$ cat src/rtl/uart_core.sv
// Full-duplex 8N1 UART core: independent transmitter and receiver, each driven by
// a bit-period counter, with a two-flop synchroniser in front of the receiver.
module uart_core #(
  parameter int CLK_FREQ  = 50000000,
  parameter int BAUD_RATE = 19200
) (
  input  logic       clk,
  input  logic       rst,
  input  logic       rx,
  output logic       tx,
  input  logic [7:0] tx_data_in,
  output logic [7:0] rx_data_out,
  input  logic       start,
  output logic       done_tx,
  output logic       tx_active
);

  localparam int CLKS_PER_BIT = CLK_FREQ / BAUD_RATE;
  localparam int HALF_BIT     = (CLKS_PER_BIT - 1) / 2;
  localparam int CNT_W        = (CLKS_PER_BIT > 1) ? $clog2(CLKS_PER_BIT) : 1;

  localparam logic [CNT_W-1:0] CNT_ZERO = {CNT_W{1'b0}};
  localparam logic [CNT_W-1:0] CNT_ONE  = CNT_W'(1);
  localparam logic [CNT_W-1:0] BIT_END  = CNT_W'(CLKS_PER_BIT - 1);
  localparam logic [CNT_W-1:0] MID_BIT  = CNT_W'(HALF_BIT);

  typedef enum logic [2:0] {
    TX_IDLE  = 3'd0,
    TX_START = 3'd1,
    TX_DATA  = 3'd2,
    TX_STOP  = 3'd3,
    TX_DONE  = 3'd4
  } tx_state_t;

  typedef enum logic [2:0] {
    RX_IDLE  = 3'd0,
    RX_START = 3'd1,
    RX_DATA  = 3'd2,
    RX_STOP  = 3'd3,
    RX_DONE  = 3'd4
  } rx_state_t;

  // ---------------- transmitter ----------------
  tx_state_t        tx_state_r, tx_state_s;
  logic [CNT_W-1:0] tx_cnt_r, tx_cnt_s;
  logic [2:0]       tx_idx_r, tx_idx_s;
  logic [7:0]       tx_shift_r, tx_shift_s;
  logic             tx_r, tx_s;
  logic             done_tx_r, done_tx_s;
  logic             tx_active_r, tx_active_s;

  // TX state, counters and registered line/status outputs
  always_ff @(posedge clk or negedge rst) begin
    if (!rst) begin
      tx_state_r  <= TX_IDLE;
      tx_cnt_r    <= CNT_ZERO;
      tx_idx_r    <= 3'd0;
      tx_shift_r  <= 8'h00;
      tx_r        <= 1'b1;
      done_tx_r   <= 1'b0;
      tx_active_r <= 1'b0;
    end else begin
      tx_state_r  <= tx_state_s;
      tx_cnt_r    <= tx_cnt_s;
      tx_idx_r    <= tx_idx_s;
      tx_shift_r  <= tx_shift_s;
      tx_r        <= tx_s;
      done_tx_r   <= done_tx_s;
      tx_active_r <= tx_active_s;
    end
  end

  // TX next state; the line value for the upcoming cycle is decided here so tx stays a flop
  always_comb begin
    tx_state_s  = tx_state_r;
    tx_cnt_s    = tx_cnt_r;
    tx_idx_s    = tx_idx_r;
    tx_shift_s  = tx_shift_r;
    tx_s        = 1'b1;
    done_tx_s   = 1'b0;
    tx_active_s = tx_active_r;
    case (tx_state_r)
      TX_IDLE: begin
        if (start) begin
          tx_shift_s  = tx_data_in;
          tx_active_s = 1'b1;
          tx_cnt_s    = CNT_ZERO;
          tx_s        = 1'b0;
          tx_state_s  = TX_START;
        end else begin
          tx_active_s = 1'b0;
          tx_state_s  = TX_IDLE;
        end
      end
      TX_START: begin
        if (tx_cnt_r == BIT_END) begin
          tx_cnt_s   = CNT_ZERO;
          tx_idx_s   = 3'd0;
          tx_s       = tx_shift_r[0];
          tx_state_s = TX_DATA;
        end else begin
          tx_cnt_s   = tx_cnt_r + CNT_ONE;
          tx_s       = 1'b0;
        end
      end
      TX_DATA: begin
        if (tx_cnt_r == BIT_END) begin
          tx_cnt_s   = CNT_ZERO;
          tx_shift_s = {1'b0, tx_shift_r[7:1]};
          if (tx_idx_r == 3'd7) begin
            tx_s       = 1'b1;
            tx_state_s = TX_STOP;
          end else begin
            tx_idx_s   = tx_idx_r + 3'd1;
            tx_s       = tx_shift_r[1];
          end
        end else begin
          tx_cnt_s   = tx_cnt_r + CNT_ONE;
          tx_s       = tx_shift_r[0];
        end
      end
      TX_STOP: begin
        if (tx_cnt_r == BIT_END) begin
          tx_cnt_s    = CNT_ZERO;
          done_tx_s   = 1'b1;
          tx_active_s = 1'b0;
          tx_state_s  = TX_DONE;
        end else begin
          tx_cnt_s    = tx_cnt_r + CNT_ONE;
        end
      end
      TX_DONE: begin
        tx_active_s = 1'b0;
        tx_state_s  = TX_IDLE;
      end
      default: begin
        tx_cnt_s    = CNT_ZERO;
        tx_active_s = 1'b0;
        tx_state_s  = TX_IDLE;
      end
    endcase
  end

  assign tx        = tx_r;
  assign done_tx   = done_tx_r;
  assign tx_active = tx_active_r;

  // ---------------- receiver ----------------
  logic [1:0]       rx_sync_r;
  logic             rx_line_s;
  rx_state_t        rx_state_r, rx_state_s;
  logic [CNT_W-1:0] rx_cnt_r, rx_cnt_s;
  logic [2:0]       rx_idx_r, rx_idx_s;
  logic [7:0]       rx_shift_r, rx_shift_s;
  logic [7:0]       rx_data_r, rx_data_s;

  assign rx_line_s = rx_sync_r[1];

  // Synchroniser resets to the idle-high line level so reset never looks like a start bit
  always_ff @(posedge clk or negedge rst) begin
    if (!rst) begin
      rx_sync_r <= 2'b11;
    end else begin
      rx_sync_r <= {rx_sync_r[0], rx};
    end
  end

  // RX state, counters and the registered received byte
  always_ff @(posedge clk or negedge rst) begin
    if (!rst) begin
      rx_state_r <= RX_IDLE;
      rx_cnt_r   <= CNT_ZERO;
      rx_idx_r   <= 3'd0;
      rx_shift_r <= 8'h00;
      rx_data_r  <= 8'h00;
    end else begin
      rx_state_r <= rx_state_s;
      rx_cnt_r   <= rx_cnt_s;
      rx_idx_r   <= rx_idx_s;
      rx_shift_r <= rx_shift_s;
      rx_data_r  <= rx_data_s;
    end
  end

  // RX next state: centre-align on the start bit, then sample once per bit period
  always_comb begin
    rx_state_s = rx_state_r;
    rx_cnt_s   = rx_cnt_r;
    rx_idx_s   = rx_idx_r;
    rx_shift_s = rx_shift_r;
    rx_data_s  = rx_data_r;
    case (rx_state_r)
      RX_IDLE: begin
        rx_cnt_s = CNT_ZERO;
        if (!rx_line_s) begin
          rx_state_s = RX_START;
        end else begin
          rx_state_s = RX_IDLE;
        end
      end
      RX_START: begin
        if (rx_cnt_r == MID_BIT) begin
          rx_cnt_s = CNT_ZERO;
          rx_idx_s = 3'd0;
          if (!rx_line_s) begin
            rx_state_s = RX_DATA;
          end else begin
            rx_state_s = RX_IDLE;
          end
        end else begin
          rx_cnt_s = rx_cnt_r + CNT_ONE;
        end
      end
      RX_DATA: begin
        if (rx_cnt_r == BIT_END) begin
          rx_cnt_s   = CNT_ZERO;
          rx_shift_s = {rx_line_s, rx_shift_r[7:1]};
          if (rx_idx_r == 3'd7) begin
            rx_state_s = RX_STOP;
          end else begin
            rx_idx_s   = rx_idx_r + 3'd1;
          end
        end else begin
          rx_cnt_s = rx_cnt_r + CNT_ONE;
        end
      end
      RX_STOP: begin
        if (rx_cnt_r == BIT_END) begin
          rx_cnt_s   = CNT_ZERO;
          rx_state_s = RX_DONE;
          if (rx_line_s) begin
            rx_data_s = rx_shift_r;
          end else begin
            rx_data_s = rx_data_r;
          end
        end else begin
          rx_cnt_s = rx_cnt_r + CNT_ONE;
        end
      end
      RX_DONE: begin
        rx_state_s = RX_IDLE;
      end
      default: begin
        rx_cnt_s   = CNT_ZERO;
        rx_state_s = RX_IDLE;
      end
    endcase
  end

  assign rx_data_out = rx_data_r;

endmodule

$ cat config.mk
export PLATFORM = sky130hd
export DESIGN_NAME = uart_core
export DESIGN_NICKNAME = d
export VERILOG_FILES = /design/src/rtl/uart_core.sv
export SDC_FILE = /design/constraint.sdc
export NUM_CORES = 1
export LEC_CHECK = 0
export CORE_MARGIN = 2
export CORE_UTILIZATION = 40
export CTS_CLUSTER_SIZE = 24
export DETAILED_ROUTE_END_ITERATION = 8
export PLACE_DENSITY = 0.63
export REMOVE_ABC_BUFFERS = 1
export SYNTH_ARGS = -nofsm -noshare
export SYNTH_HDL_FRONTEND = slang
export SYNTH_SLANG_ARGS = --single-unit
$ cat constraint.sdc
create_clock -name clk -period 3.3 [get_ports clk]
set_input_delay 0.66 -clock clk [delete_from_list [all_inputs] [get_ports clk]]
set_output_delay 0.66 -clock clk [all_outputs]
set_load 0.03 [all_outputs]
==> flow_summary.ini, run 1 <==
[run_status]
status = finished clean

[clock_tree]
cts_setup_buffers = 0
cts_resized = 0
holdBufCountCts = 0
cts_tree = yes
clkTransAtPathRegs_ns = 0.07
htree_levels = 3
clock-sinks = 65
cts_max_path_buffers = 2
insertion_delay_ns = 0.34
cts_buffers = 9
cts_root_buffer = clkbuf_8

[sta]
skew_ns = 0.00901
tightest_slew_ns = 0.668
max_freq_ghz = 0.420
rsz0062_at_grt = no
finalSetupViolCount = 0
fin_setup_tns_ns = 0
slew_headroom_pct = 54.3
hold_viol_final = 0
finalWorstSetupSlack_ns = 0.920
fin_crit_sh_pct = 72.1
maxSlewViolCount = 0
finalCriticalPeriod_ns = 2.38

[grt]
antenna_found_initial = 0
busiest_layer = met2
grt_pass1_wl_mm = 10.6
met2_usage_pct = 23.1
grt_max_degree = 25
grt.total_usage_pct = 15.1
first_global_vias = 2287
grt_use_met1_pct = 20.4
use_met3_pct = 5.62
grt_overflow = 0

[drt]
firstDrtPassIters = 4
vias_per_cell = 5.33
ant_nets = 0
vias = 2342
post_drt_wl_per_cell_microns = 13.4
drc_errors = 0
drtIter0Drc = 49
totalWireLength_mm = 5.88

[floorplan]
dieWidth_microns = 93.9
start_util_pct = 41.6
die-area_sq_um = 8810
core-area_sq_um = 7770
placementRows = 32
io_pins = 23
die_y_microns = 93.9

[finish]
drive_gt1_share_pct = 13.9
layoutNonFillerInstCount = 439
diodes = 0
area.growth.synth_to_final_pct = 16.0
fill_cells = 734
final_nets = 351
final_util_pct = 48.2

[yosys]
syn_area_sq_um = 3230
synth_most_common_cell = dfrtp_1
synth-compound-area-share_pct = 13.6
syn-instance-count = 307
async_flop_share_pct = 100
yosys.area.top_type = dfrtp_1
ys_types = 55
synth-edff-count = 0
muxShareOfSynthArea_pct = 8.72
synth_area_leaders = dfrtp_1, mux2_2, nand2_1, o21ai_0, mux2i_1
yosys-top-cells-count = dfrtp_1, nand2_1, nor2_1
synth_fa_ha_area_share_pct = 2.71
ys.flop_type = dfrtp_1
synth-seq-area-share_pct = 50.5
synth_top_family_by_area = simple AND/OR/NAND/NOR gates
synth_top_area_share_pct = 48.0
syn_avg_cell_area_sq_um = 10.5
synth_xor_area_share_pct = 1.63
synth-simple-area-share_pct = 20.0
ys_warn_count = 0
postSynthRegisterBits = 65

[setup_path]
cp.required_ns = 3.53
cp_slowest_cell = or4b_1
crit_chain = or4b_1, nor3_4, or3_1, o21ai_0, a21o_1
startpoint_type = flop
cp-end-kind = flop
crit_type = flop to flop
worst-path-max-fanout = 21
worstPathArrival_ns = 2.61
slowest_delay_ns = 0.57

[power_and_ir_drop]
ir_worst_vdd_mv = 0.201
power_mw = 1.55
leakage_nw = 1.70
power_per_cell_area_nw_per_um2 = 413

[placed_design]
globalplace.congestion = 0.787
hpwl_mm = 4.08
pre_cts_ws_ns = 0.827
dp.cells = 423
port_buffers = 22

[flow_run]
maxCapViolCount = 0

[worst_hold_path]
hold_path.class = primary input to async pin
## flip-flops by register name, summed over array words and instances, names as in the netlist
register,flops
done_tx,1
rx_cnt_r,12
rx_data_out,8
rx_idx_r,3
rx_shift_r,8
rx_state_r,3
rx_sync_r,2
tx,1
tx_active,1
tx_cnt_r,12
tx_idx_r,3
tx_shift_r,8
tx_state_r,3
## per-stage QoR
step                      instance area, sq um  hold slack, ns
after floorplan                           3170           0.345
after global placement                    3540           0.351
after detailed placement                  3540           0.354
after CTS                                 3740           0.286
after global routing                      3740           0.303
final                                     3740           0.282
## cells in the final DEF, fill, tap and decap left out, types with 2 or more instances in the layout
cell	instances
inv_1	8
a21oi_1	14
mux2i_1	9
o22a_1	2
nand3b_1	2
buf_4	3
or3_1	5
a22o_1	5
xor2_1	4
and2_1	2
nor3b_1	8
nor2_1	23
dfrtp_1	62
dfstp_2	3
nor2b_1	3
nand2_1	29
o22ai_1	2
and3_1	4
nand3_1	9
nor4_1	5
xnor2_1	2
mux2_2	17
nand4_1	2
nand2b_1	3
and4b_1	3
nor3_1	7
clkbuf_8	11
ha_1	7
clkdlybuf4s50_1	21
a21o_1	11
o21ai_0	21
## critical path: cells and delay by family, from the launching register on
family,cells,cell delay [ns]
simple gates,3,1.44
flops,1,0.44
compound gates,2,0.41
## logic make-up after synthesis
group	count (synthesis)
AOI/OAI and AO/OA	67
DFF	65
and+or+nand+nor	116
muxes	26
adders and majority gates	7
xor gates and xnor gates	6
buffers and inverters	20
## cell type report
cell class / instances / area, sq um / share of cell area, %
clock inverters: 4 / 51.3 / 1.37
repair buffers: 25 / 238 / 6.35
well taps: 102 / 128 / 3.41
clock buffers: 12 / 155 / 4.14
inverters: 9 / 36.3 / 0.969
flip-flops and latches: 65 / 1630 / 43.5
multi-input cells: 222 / 1510 / 40.2
## layer usage
metal | vias up | wire [microns]
li1 | 1156 | -
met1 | 1143 | 2990
met2 | 36 | 2600
met3 | 7 | 213
met4 | 0 | 63
met5 | - | 0
## final timing paths
| kind | cells past startpoint | slack, ns | endpoint | from |
|---|---|---|---|---|
| setup / recovery | 5 | 0.92 | tx_cnt_r[9] | tx_cnt_r[2] |
| hold / removal | 1 | 0.28 | rx_shift_r[6] | rst |
| setup reg to reg | 5 | 0.92 | tx_cnt_r[9] | tx_cnt_r[2] |
| hold reg to reg | 0 | 0.36 | rx_sync_r[1] | rx_sync_r[0] |
| max in group asynchronous | 2 | 2.28 | tx | rst |
| min in group clk | 0 | 0.36 | rx_sync_r[1] | rx_sync_r[0] |
## report_power, final
group          internal, mW  switching (mW)
registers             0.806         0.00493
clock network         0.390           0.302
logic                0.0191          0.0241
Power figures use the tool's default switching activity.
==> run 2, diff against run 1 <==
- clock period: 3.3 -> 2.24 ns (I/O delays scaled with it)
==> run 2 against run 1 <==
Register-to-register slack lost 0.81 ns. Highest routed layer unchanged. Largest power group unchanged. Sequential share of layout area decreased by 1.8 points. Final area grew 4.2%. Critical path type unchanged. Utilization increased by 2.0 points. Critical path depth rose by 3. Power increased by 45%. Global-route usage increased by 0.38 points. Non-clock buffer count is 17 higher. Sequential power is 47% higher. Wire length is 4.1% higher.
==> flow_summary.ini, run 2 (synthesis results as in run 1) <==
[drt]
drc_errors = 0
ant_nets = 0
post_drt_wl_per_cell_microns = 13.4
vias = 2429
drtIter0Drc = 59
firstDrtPassIters = 4
vias_per_cell = 5.33
totalWireLength_mm = 6.11

[worst_hold_path]
hold_path.class = primary input to async pin

[sta]
fin_setup_tns_ns = 0
slew_headroom_pct = 70.1
tightest_slew_ns = 0.447
finalCriticalPeriod_ns = 2.13
fin_crit_sh_pct = 95.3
fin_hold_ws_ns = 0.119
finalSetupViolCount = 0
max_freq_ghz = 0.468
rsz0062_at_grt = no
maxSlewViolCount = 0
skew_ns = 0.00843
hold_viol_final = 0

[finish]
layoutNonFillerInstCount = 456
drive_gt1_share_pct = 17.5
final_common_cell = dfrtp_1
fill_cells = 708
final_area_sq_um = 3900
reg.largest.list = rx_cnt_r (12), tx_cnt_r (12)
most-common-layout-cells = dfrtp_1, nand2_1, nor2_1
diodes = 0
final_nets = 368
area.growth.synth_to_final_pct = 20.9

[setup_path]
cp.required_ns = 2.47
crit_type = flop to flop
cp-end-kind = flop
startpoint_type = flop
cp_slowest_cell = or4b_4
worst-path-max-fanout = 15
reg2reg_slack_ns = 0.11
worstPathArrival_ns = 2.36
slowest_delay_ns = 0.47
crit_chain = inv_1, ha_1, or4b_4, o31ai_4, a21boi_4, buf_12, and2b_1, o22a_1

[grt]
grt.total_usage_pct = 15.5
first_global_vias = 2425
antenna_found_initial = 0
grt_pass1_wl_mm = 10.9
grt_overflow = 0
grt_max_degree = 66

[clock_tree]
clkTransAtPathRegs_ns = 0.06
cts_root_buffer = clkbuf_8
clock-sinks = 65
insertion_delay_ns = 0.34
cts_max_path_buffers = 2
cts_tree = yes
htree_levels = 3
cts_buffers = 9

[floorplan]
io_pins = 23
start_util_pct = 41.6
die-area_sq_um = 8810
placementRows = 32
dieWidth_microns = 93.9
die_y_microns = 93.9
core-area_sq_um = 7770

[placed_design]
dp.cells = 439
hpwl_mm = 4.14
port_buffers = 22
placed_cell_area_sq_um = 3700
globalplace.congestion = 0.829

[run_status]
status = finished clean

[power_and_ir_drop]
power_per_cell_area_nw_per_um2 = 574
ir_worst_vdd_mv = 0.352
leakage_nw = 1.79

[flow_run]
maxCapViolCount = 0
-- run 2: cell types whose count changed in the layout (fill, tap and decap cells not counted), sizes merged --
cell    delta
buf       +17
clkbuf     +1
clkinv     -1
-- run 2: worst paths after layout --
kind                         startpoint       endpoint  depth (start not counted)
max in group asynchronous           rst             tx                          2
hold reg to reg            rx_sync_r[0]   rx_sync_r[1]                          0
setup / recovery            rx_cnt_r[1]   rx_cnt_r[10]                          8
setup reg to reg            rx_cnt_r[1]   rx_cnt_r[10]                          8
hold / removal                      rst  rx_state_r[0]                          2
min in group clk           rx_sync_r[0]   rx_sync_r[1]                          0
-- run 2: cell type report --
type	instances	area [sq um]	share of cell area, %
Sequential cell	65	1630	41.8
Multi-Input combinational cell	222	1520	38.8
Timing Repair Buffer	42	403	10.3
Clock buffer	13	149	3.81
Tap cell	102	128	3.27
Clock inverter	3	42.5	1.09
Inverter	9	36.3	0.929
-- run 2: stage by stage --
stage | worst slack [ns] | total power, mW | utilization, %
after floorplan | 0.0869 | 1.23 | -
after global placement | 0.144 | 1.28 | 47.6
after detailed placement | 0.0689 | 1.28 | 47.6
after CTS | 0.0664 | 2.28 | 50.0
after global routing | 0.00843 | 2.34 | 50.3
final | 0.105 | 2.24 | 50.3
-- run 2: where the power goes --
group          switching, mW  internal [mW]
clock                  0.439          0.544
sequential           0.00744           1.19
combinational         0.0352         0.0295
-- run 2: per-layer routing --
layer | global-route usage (%) | vias to the layer above | wire length [microns]
met2 | 24.6 | 48 | 2800
li1 | - | 1188 | -
met3 | 4.57 | 14 | 255
met5 | 0 | - | 0
met4 | 6.28 | 0 | 118
met1 | 19.8 | 1179 | 2940
-- run 2: worst max-delay path: cells and delay by family (launching register included) --
kind            cells  cell delay [ns]
flops               1             0.40
simple gates        2             0.65
buf+inv             2             0.23
compound gates      3             0.62
fa+ha+maj           1             0.13
-- run 2: repair_timing --
action                     in CTS  in global routing
setup buffers                   0                  1
setup endpoints to repair       0                  4
resized for setup               0                  1
hold buffers                    0                  0
==> run 3, diff against run 2 <==
- CTS_CLUSTER_DIAMETER: not set -> 60
==> results of run 3 <==
Final layout, timing and power as in run 2 (identical DEF).
